[config.mk]
export PLATFORM = sky130hd
export DESIGN_NAME = spi_mst
export DESIGN_NICKNAME = d
export VERILOG_FILES = /design/src/rtl/spi_mst.sv
export SDC_FILE = /design/constraint.sdc
export NUM_CORES = 1
export LEC_CHECK = 0
export ABC_AREA = 1
export BUFFER_PORTS_ARGS = -buffer_cell sky130_fd_sc_hd__buf_2
export CELL_PAD_IN_SITES_DETAIL_PLACEMENT = 2
export CELL_PAD_IN_SITES_GLOBAL_PLACEMENT = 2
export CORE_MARGIN = 2
export CORE_UTILIZATION = 36
export DETAILED_ROUTE_END_ITERATION = 16
export PLACE_DENSITY = 0.89
export SLEW_MARGIN = 0
export SYNTH_ARGS = -nofsm -noshare
export SYNTH_HDL_FRONTEND = slang
export SYNTH_SLANG_ARGS = --single-unit
[constraint.sdc]
create_clock -name i_clk -period 3.4 [get_ports i_clk]
set_input_delay 0.68 -clock i_clk [delete_from_list [all_inputs] [get_ports i_clk]]
set_output_delay 0.68 -clock i_clk [all_outputs]
set_load 0.05 [all_outputs]
[src/rtl/spi_mst.sv]
// SPI master (mode 0, MSB first) for the on-chip register slave: sends one 24-bit
// {wr,addr,data,crc} frame per request and returns the CRC-checked response of the prior frame.
module spi_mst #(
  parameter int unsigned REG_AW    = 7,
  parameter int unsigned REG_DW    = 8,
  parameter int unsigned REG_CRC_W = 8,
  parameter int unsigned SCLK_DIV  = 2,
  parameter int unsigned CS_SETUP  = 2,
  parameter int unsigned CS_HOLD   = 2,
  parameter int unsigned GAP_CYC   = 16
) (
  input  logic              i_clk,
  input  logic              i_rst_n,
  input  logic              i_spi_mst_en,
  input  logic              i_req_vld,
  output logic              o_req_rdy,
  input  logic              i_req_wr,
  input  logic [REG_AW-1:0] i_req_addr,
  input  logic [REG_DW-1:0] i_req_wdata,
  output logic              o_rsp_vld,
  output logic              o_rsp_flag,
  output logic [REG_AW-1:0] o_rsp_addr,
  output logic [REG_DW-1:0] o_rsp_data,
  output logic              o_rsp_crc_err,
  output logic              o_busy,
  output logic              o_spi_sclk,
  output logic              o_spi_csb,
  output logic              o_spi_mosi,
  input  logic              i_spi_miso
);

  localparam int unsigned PayW    = 1 + REG_AW + REG_DW;
  localparam int unsigned FrameW  = PayW + REG_CRC_W;
  localparam int unsigned LastBit = FrameW - 1;
  localparam int unsigned BcW     = $clog2(FrameW);
  localparam int unsigned HcW     = $clog2(SCLK_DIV);
  localparam int unsigned PhW     = 8;
  localparam logic [REG_CRC_W-1:0] CrcPoly = REG_CRC_W'(8'h07);

  typedef enum logic [2:0] {StIdle, StSetup, StShift, StHold, StGap} state_e;

  // CRC-8 (x^8+x^2+x+1), zero init, MSB first over the payload.
  function automatic logic [REG_CRC_W-1:0] crc16to8_parallel(input logic [PayW-1:0] d);
    logic [REG_CRC_W-1:0] c;
    logic                 fb;
    c = '0;
    for (int i = PayW - 1; i >= 0; i--) begin
      fb = c[REG_CRC_W-1] ^ d[i];
      c  = {c[REG_CRC_W-2:0], 1'b0};
      if (fb) c = c ^ CrcPoly;
    end
    return c;
  endfunction

  state_e              state_q, state_d;
  logic [PhW-1:0]      ph_q, ph_d;
  logic [HcW-1:0]      hcnt_q, hcnt_d;
  logic [BcW-1:0]      bit_q, bit_d;
  logic                high_q, high_d;
  logic [FrameW-1:0]   tx_sr_q, tx_sr_d;
  logic [FrameW-1:0]   rx_sr_q, rx_sr_d;
  logic                csb_q, csb_d, sclk_q, sclk_d, mosi_q, mosi_d;
  logic                rsp_vld_q, rsp_vld_d, rsp_flag_q, rsp_flag_d, crc_err_q, crc_err_d;
  logic [REG_AW-1:0]   rsp_addr_q, rsp_addr_d;
  logic [REG_DW-1:0]   rsp_data_q, rsp_data_d;
  logic [PayW-1:0]     tx_pay;
  logic [FrameW-1:0]   rx_full;

  assign o_req_rdy = (state_q == StIdle) & i_spi_mst_en & i_rst_n;
  assign o_busy    = (state_q != StIdle);
  assign tx_pay    = {i_req_wr, i_req_addr, i_req_wr ? i_req_wdata : REG_DW'(0)};
  assign rx_full   = {rx_sr_q[FrameW-2:0], i_spi_miso};

  always_comb begin
    state_d    = state_q;
    ph_d       = ph_q;
    hcnt_d     = hcnt_q;
    bit_d      = bit_q;
    high_d     = high_q;
    tx_sr_d    = tx_sr_q;
    rx_sr_d    = rx_sr_q;
    csb_d      = csb_q;
    sclk_d     = sclk_q;
    mosi_d     = mosi_q;
    rsp_vld_d  = 1'b0;
    rsp_flag_d = rsp_flag_q;
    rsp_addr_d = rsp_addr_q;
    rsp_data_d = rsp_data_q;
    crc_err_d  = crc_err_q;
    unique case (state_q)
      StIdle: begin
        if (i_req_vld && o_req_rdy) begin
          tx_sr_d = {tx_pay, crc16to8_parallel(tx_pay)};
          mosi_d  = tx_pay[PayW-1];
          csb_d   = 1'b0;
          ph_d    = '0;
          state_d = StSetup;
        end
      end
      StSetup: begin
        if (ph_q == PhW'(CS_SETUP - 1)) begin
          state_d = StShift;
          sclk_d  = 1'b1;
          high_d  = 1'b1;
          hcnt_d  = '0;
          bit_d   = '0;
        end else begin
          ph_d = ph_q + 1'b1;
        end
      end
      StShift: begin
        if (hcnt_q == HcW'(SCLK_DIV - 1)) begin
          hcnt_d = '0;
          if (high_q) begin
            sclk_d  = 1'b0;
            high_d  = 1'b0;
            mosi_d  = tx_sr_q[LastBit-1];
            tx_sr_d = {tx_sr_q[FrameW-2:0], 1'b0};
          end else if (bit_q == BcW'(LastBit)) begin
            state_d = StHold;
            ph_d    = '0;
          end else begin
            // The slave shifts on the rise, so the end of the low half is the stable point.
            rx_sr_d = rx_full;
            bit_d   = bit_q + 1'b1;
            sclk_d  = 1'b1;
            high_d  = 1'b1;
          end
        end else begin
          hcnt_d = hcnt_q + 1'b1;
        end
      end
      StHold: begin
        if (ph_q == PhW'(CS_HOLD - 1)) begin
          rx_sr_d    = rx_full;
          csb_d      = 1'b1;
          rsp_vld_d  = 1'b1;
          rsp_flag_d = rx_full[LastBit];
          rsp_addr_d = rx_full[LastBit-1 -: REG_AW];
          rsp_data_d = rx_full[REG_CRC_W +: REG_DW];
          crc_err_d  = crc16to8_parallel(rx_full[FrameW-1:REG_CRC_W]) !=
                       rx_full[REG_CRC_W-1:0];
          ph_d       = '0;
          state_d    = StGap;
        end else begin
          ph_d = ph_q + 1'b1;
        end
      end
      StGap: begin
        if (ph_q == PhW'(GAP_CYC - 1)) state_d = StIdle;
        else ph_d = ph_q + 1'b1;
      end
      default: state_d = StIdle;
    endcase
  end

  always_ff @(posedge i_clk) begin
    if (!i_rst_n) begin
      state_q    <= StIdle;
      ph_q       <= '0;
      hcnt_q     <= '0;
      bit_q      <= '0;
      high_q     <= 1'b0;
      tx_sr_q    <= '0;
      rx_sr_q    <= '0;
      csb_q      <= 1'b1;
      sclk_q     <= 1'b0;
      mosi_q     <= 1'b0;
      rsp_vld_q  <= 1'b0;
      rsp_flag_q <= 1'b0;
      rsp_addr_q <= '0;
      rsp_data_q <= '0;
      crc_err_q  <= 1'b0;
    end else begin
      state_q    <= state_d;
      ph_q       <= ph_d;
      hcnt_q     <= hcnt_d;
      bit_q      <= bit_d;
      high_q     <= high_d;
      tx_sr_q    <= tx_sr_d;
      rx_sr_q    <= rx_sr_d;
      csb_q      <= csb_d;
      sclk_q     <= sclk_d;
      mosi_q     <= mosi_d;
      rsp_vld_q  <= rsp_vld_d;
      rsp_flag_q <= rsp_flag_d;
      rsp_addr_q <= rsp_addr_d;
      rsp_data_q <= rsp_data_d;
      crc_err_q  <= crc_err_d;
    end
  end

  assign o_spi_csb     = csb_q;
  assign o_spi_sclk    = sclk_q;
  assign o_spi_mosi    = mosi_q;
  assign o_rsp_vld     = rsp_vld_q;
  assign o_rsp_flag    = rsp_flag_q;
  assign o_rsp_addr    = rsp_addr_q;
  assign o_rsp_data    = rsp_data_q;
  assign o_rsp_crc_err = crc_err_q;

endmodule

After elaboration in Yosys (flattened, before gate mapping):

Index checks and enable logic that the tools add are counted.

* add/sub/neg operators: 3
* equality and inequality tests: 20
* muxes and demuxes: 144
* bitwise logic cells: 62
* reduce and logical (&&, ||, !) cells: 19

Operator list (number)
* $mux 8: 70
* $mux 23: 7
* $mux 3: 39
* $pmux 23 s2: 2
* $not 3->3: 30
* $pmux 8 s5: 1
* $xor 1x1->1: 30
* $mux 5: 4
* $ne 2x2->1 const B: 10
* $pmux 3 s5: 1
* $mux 1: 14
* $reduce_and 7->1: 2
* $pmux 1 s2: 5
* $pmux 5 s2: 1
* $reduce_and 5->1: 2
* $add 8x1->8 const B: 1
* $eq 8x1->1 const B: 1
* $eq 8x4->1 const B: 1
* $ne 8x8->1: 1
* $reduce_and 4->1: 2
* $reduce_bool 2->1: 4
* $eq 3x2->1 const B: 2
* $reduce_and 2->1: 3
* $reduce_and 3->1: 2
* other kinds (12): 13

* flip-flop bits (word level): 85
* bits of input ports: 21
* output and inout port bits: 23
* logic and storage cells: 263

Depth between registers and ports, before layout:

* word-level depth: 66
* mapped depth: 17
* mapped depth without buffers: 16

Least setup slack after synthesis:

OpenSTA, ideal clock, no wires.

* path kind: register to register
* start: register state_q[2]
* end: register tx_sr_q[5]
* library setup time: 0.122 ns
* arrival: 2.000 ns
* path slack: 1.278 ns
* cell stages (with the launch flop): 12
* path buffers: 1
* period minus slack after synthesis: 2.122 ns
* cell sequence: dfxtp_1 -> nor2_4 -> nand2_2 -> nor2_4 -> a21oi_4 -> inv_1 -> nand2_1 -> nor2_4 -> inv_2 -> buf_4 -> a21oi_1 -> a21oi_1

* longest elaborated chain between the ends: 6
* elaborated cells between the ends (all ways): 11

Ends and longest elaborated chain
* from (decl): RTL line 55 `state_e state_q, state_d;`
* from (signal assigned): RTL line 159 `state_q <= StIdle;`
* from (signal assigned): RTL line 175 `state_q <= state_d;`
* $logic_not 3->1: RTL line 69 `assign o_req_rdy = (state_q == StIdle) & i_spi_mst_en & i_rst_n;`
* $and 1x1->1 (2 in series): RTL line 69
* named net o_req_rdy: RTL line 16 `output logic o_req_rdy,`
* $logic_and 1x1->1: RTL line 92 `if (i_req_vld && o_req_rdy) begin`
* $ne 2x1->1 (no line)
* $reduce_and 4->1 (no line)
* to (signal assigned): RTL line 180 `tx_sr_q <= tx_sr_d;`
* to (decl): RTL line 60 `logic [FrameW-1:0] tx_sr_q, tx_sr_d;`

The timed path passes the listed nets, and every way through them passes these cells.
A chain may end at the register's enable or synchronous reset.

Final worst setup path:

* start: register state_q[2]
* end: register tx_sr_q[7]

* longest elaborated chain between the ends: 6
* elaborated cells between the ends (all ways): 11

Ends and longest elaborated chain (RTL line)
* $logic_not 3->1: 69, 90
* $and 1x1->1 (2 in series): 69
* $logic_and 1x1->1: 92
* $ne 2x1->1 (no line)
* $reduce_and 4->1 (no line)

Parallel ways exist; a longest one is shown, timed or not.

==> summary.md <==
| Metric | Value |
|---|---|
| Finished Layout Cells | `between 800 and 900` |
| Final hold violation count | `0` |
| Max Clk Rate | `approximately 370 MHz` |
| DR WL/cell | `between 15 and 20 um` |
| Ys flop type | `dfxtp_1` |
| Final #Nets | `around 730` |
| Inst Count DP | `about 870` |
| Largest net degree at the start of global routing | `65` |
| Share of post-route cells with drive strength above 1 | `13.7%` |
| Routed WL | `~16000 um` |
| Util after Layout | `between 40% and 50%` |
| Synth warn | `0` |
| CTS tree | `yes` |
| Crit path max fanout | `35` |
| Cts bufs inserted | `9` |
| Xor and xnor area share after synthesis | `7.14%` |
| Synth top area share | `36.5%` |
| CTS root buffer | `clkbuf_16` |
| Hold Path Cell Cnt | `2` |
| Post-synth EDFFs | `0` |
| PortBufs | `43` |
| DR DRC count | `0` |
| Placer Congestion | `roughly 0.8` |
| Setup bufs post-CTS | `0` |
| Wire length of the first global-routing pass | `27400 um` |
| Ant. Diodes | `0` |
| All-Layer GR Usage | `24.6%` |
| Starting Density | `37.0%` |
| Worst hold path type | `reg -> reg` |
| Outcome | `finished, final reports clean` |
| Reg2Reg Setup Slack | `roughly 0.71 ns` |
| Distinct cells, synth | `38` |
| 1st-pass router iterations | `4` |
| CP arrival | `around 3.0 ns` |
| Io pins | `44` |
| Worst r2r src | `state_q[2]` |
| Cell area after synthesis | `approximately 4700 um^2` |
| Synth Area in Adders | `0.805%` |
| Most frequent cell after synthesis | `nand2_1` |
| Worst Clk Skew | `roughly 0.013 ns` |
| Syn Inst Count | `between 600 and 700` |
| Relative slew slack | `57.5%` |
| Global route overflow | `0` |
| CTS Hold Bufs | `0` |
| Mapped Nets | `roughly 700` |
| Leading area contributor after synthesis | `dfxtp_1` |
| Die Wd | `approximately 120 um` |
| Final worst path period share | `roughly four fifths` |
| Die Area | `~14000 um^2` |
| PwrDens | `between 900 and 1000 nW/um^2` |
| FP Rows | `41` |
| Slew @ Worst Pin | `between 0.6 and 0.7 ns` |
| Reg2Reg Depth | `12` |
| First DRT Iteration DRCs | `approximately 250` |
| Synth cell count leaders | `nand2_1, dfxtp_1, a21oi_1` |
| Syn_area_per_cell | `roughly 6.9 um^2` |
| Main combinational cell family by area after synthesis | `simple AND/OR/NAND/NOR gates` |
| Worst-skew pair later-pin latency | `approximately 0.36 ns` |
| Final setup viols | `0` |
| Leakage | `2.46 nW` |
| Clock-pin slew on the worst setup and hold paths | `around 0.06 ns` |
| Via count | `about 4.7k` |
| Vert. Die Dim | `between 100 and 150 um` |
| Worst Path Required | `around 3.7 ns` |
| Clk sinks | `85` |
| Yosys reg bits | `85` |
| Post-synthesis simple-gate area fraction | `approximately 28%` |
| Max cap viols | `0` |
| H-tree Lvls | `3` |
| Worst hold start | `tx_sr_q[13]` |
| Critical path class | `reg -> reg` |
| Fin crit period | `~2.7 ns` |
| FF-to-FF End | `tx_sr_q[7]` |
| Antenna Nets Post-Route | `0` |
| Top cells by area, synth | `dfxtp_1, nand2_1, a21oi_1, o21ai_0, xor2_1` |
| Vias in the first global route | `around 5.3k` |
| Post-cts sizing count | `0` |
| Async SR Flop Fraction | `0%` |
| Max IR drop VDD | `0.523 mV` |
| Via/cell ratio | `approximately 5.3` |
| Longest Clk Path Bufs | `2` |
| Synth Area in Compound Gates | `a little under a fifth` |
| Hold Path End | `tx_sr_q[13]` |
| RSZ-0062 raised after global routing | `no` |
| Initial antenna violation count | `0` |
| Slew Viols, Final | `0` |
| Layout Area Growth over Synthesis | `13.5%` |
| CP startpoint kind | `flop` |
| Setup crit end kind | `flop` |
| Core box area | `between 10000 and 15000 um^2` |
| Register area share after synthesis | `a little over a third` |
| HPWL reported at the end of detailed placement | `around 12000 um` |
| Mux contribution to synthesized area | `less than 1%` |
| TNS Setup | `0 ns` |
==> critical path, cell delays in order, from the launching register on <==
cell and delay [ns]:
dfxtp_1 0.40, nor2_4 0.21, nand2_4 0.22, inv_2 0.42
nand2_2 0.12, inv_2 0.13, nor2_1 0.08, nor2_4 0.10
buf_4 0.34, inv_2 0.21, nor2_1 0.13, o21ai_0 0.10
a21oi_1 0.14
==> how the worst max path moves through the flow <==
| stage | start | end | cells after the start | slack, ns |
|---|---|---|---|---|
| 2_1_floorplan | state_q[2] | tx_sr_q[5] | 11 | 1.28 |
| 3_3_place_gp | state_q[2] | tx_sr_q[7] | 12 | 0.95 |
| 3_5_place_dp | state_q[2] | tx_sr_q[7] | 12 | 0.75 |
| 4_1_cts | state_q[2] | tx_sr_q[7] | 12 | 0.70 |
| 5_1_grt | state_q[2] | tx_sr_q[7] | 12 | 0.41 |
| 6_report | state_q[2] | tx_sr_q[7] | 12 | 0.71 |
==> state kept, by name, summed over array words and instances (netlist names) <==
signal / flops
bit_q: 5
hcnt_q: 1
high_q: 1
o_rsp_addr: 7
o_rsp_crc_err: 1
o_rsp_data: 8
o_rsp_flag: 1
o_rsp_vld: 1
o_spi_csb: 1
o_spi_mosi: 1
o_spi_sclk: 1
ph_q: 8
rx_sr_q: 23
state_q: 3
tx_sr_q: 23
==> layer usage <==
metal / vias up / GRT usage [%] / routed length, um
met5: - / 0 / 0
met4: 0 / 9.86 / 446
met3: 35 / 4.36 / 338
met2: 62 / 45.2 / 8710
met1: 2313 / 27.9 / 6800
li1: 2262 / - / -
==> power breakdown <==
group          internal (mW)  switching, mW  total [mW]  leakage [nW]
combinational          0.780           1.84        2.62          1.61
sequential              1.24          0.231        1.48         0.691
clock                  0.611          0.433        1.04         0.152
total                   2.63           2.51        5.14          2.46
==> metrics by stage <==
| step | hold WS, ns | setup slack (ns) | total power, mW | area (um^2) |
|---|---|---|---|---|
| global placement | 0.451 | 0.949 | 3.82 | 4980 |
| finish | 0.475 | 0.711 | 5.14 | 5290 |
| detailed placement | 0.461 | 0.754 | 4.06 | 4980 |
| CTS | 0.478 | 0.697 | 5.18 | 5290 |
| global route | 0.498 | 0.408 | 5.57 | 5290 |
| floorplan | 0.439 | 1.28 | 3.38 | 4660 |
==> cells in the final DEF, fill, tap and decap left out, drive strengths merged, types with 2 or more instances in the layout <==
| master | count |
|---|---|
| nand4 | 5 |
| inv | 72 |
| dfxtp | 85 |
| nor2 | 58 |
| nand2 | 181 |
| xnor2 | 10 |
| o21ai | 70 |
| nand3 | 45 |
| xor2 | 28 |
| buf | 47 |
| nor3 | 5 |
| o211ai | 4 |
| a21oi | 68 |
| a31oi | 10 |
| clkbuf | 11 |
| ha | 3 |
| clkinv | 2 |
| o211a | 2 |
==> cell type report <==
type | instances | area [um^2]
clock buffers | 11 | 253
clock inverters | 4 | 56.3
fillers | 1541 | 7330
inverters | 71 | 267
multi-input cells | 496 | 2560
flip-flops and latches | 85 | 1700
well taps | 172 | 215
repair buffers | 47 | 245
==> kinds of logic (layout without fill, tap and decap cells) <==
kind of cell | Yosys count | count (layout)
AOI/OAI and AO/OA | 158 | 158
xor gates and xnor gates | 38 | 38
buffers and inverters | 97 | 133
DFF | 85 | 85
and+or+nand+nor | 296 | 296
muxes | 1 | 1
adders and majority gates | 3 | 3
Power figures use the tool's default switching activity.
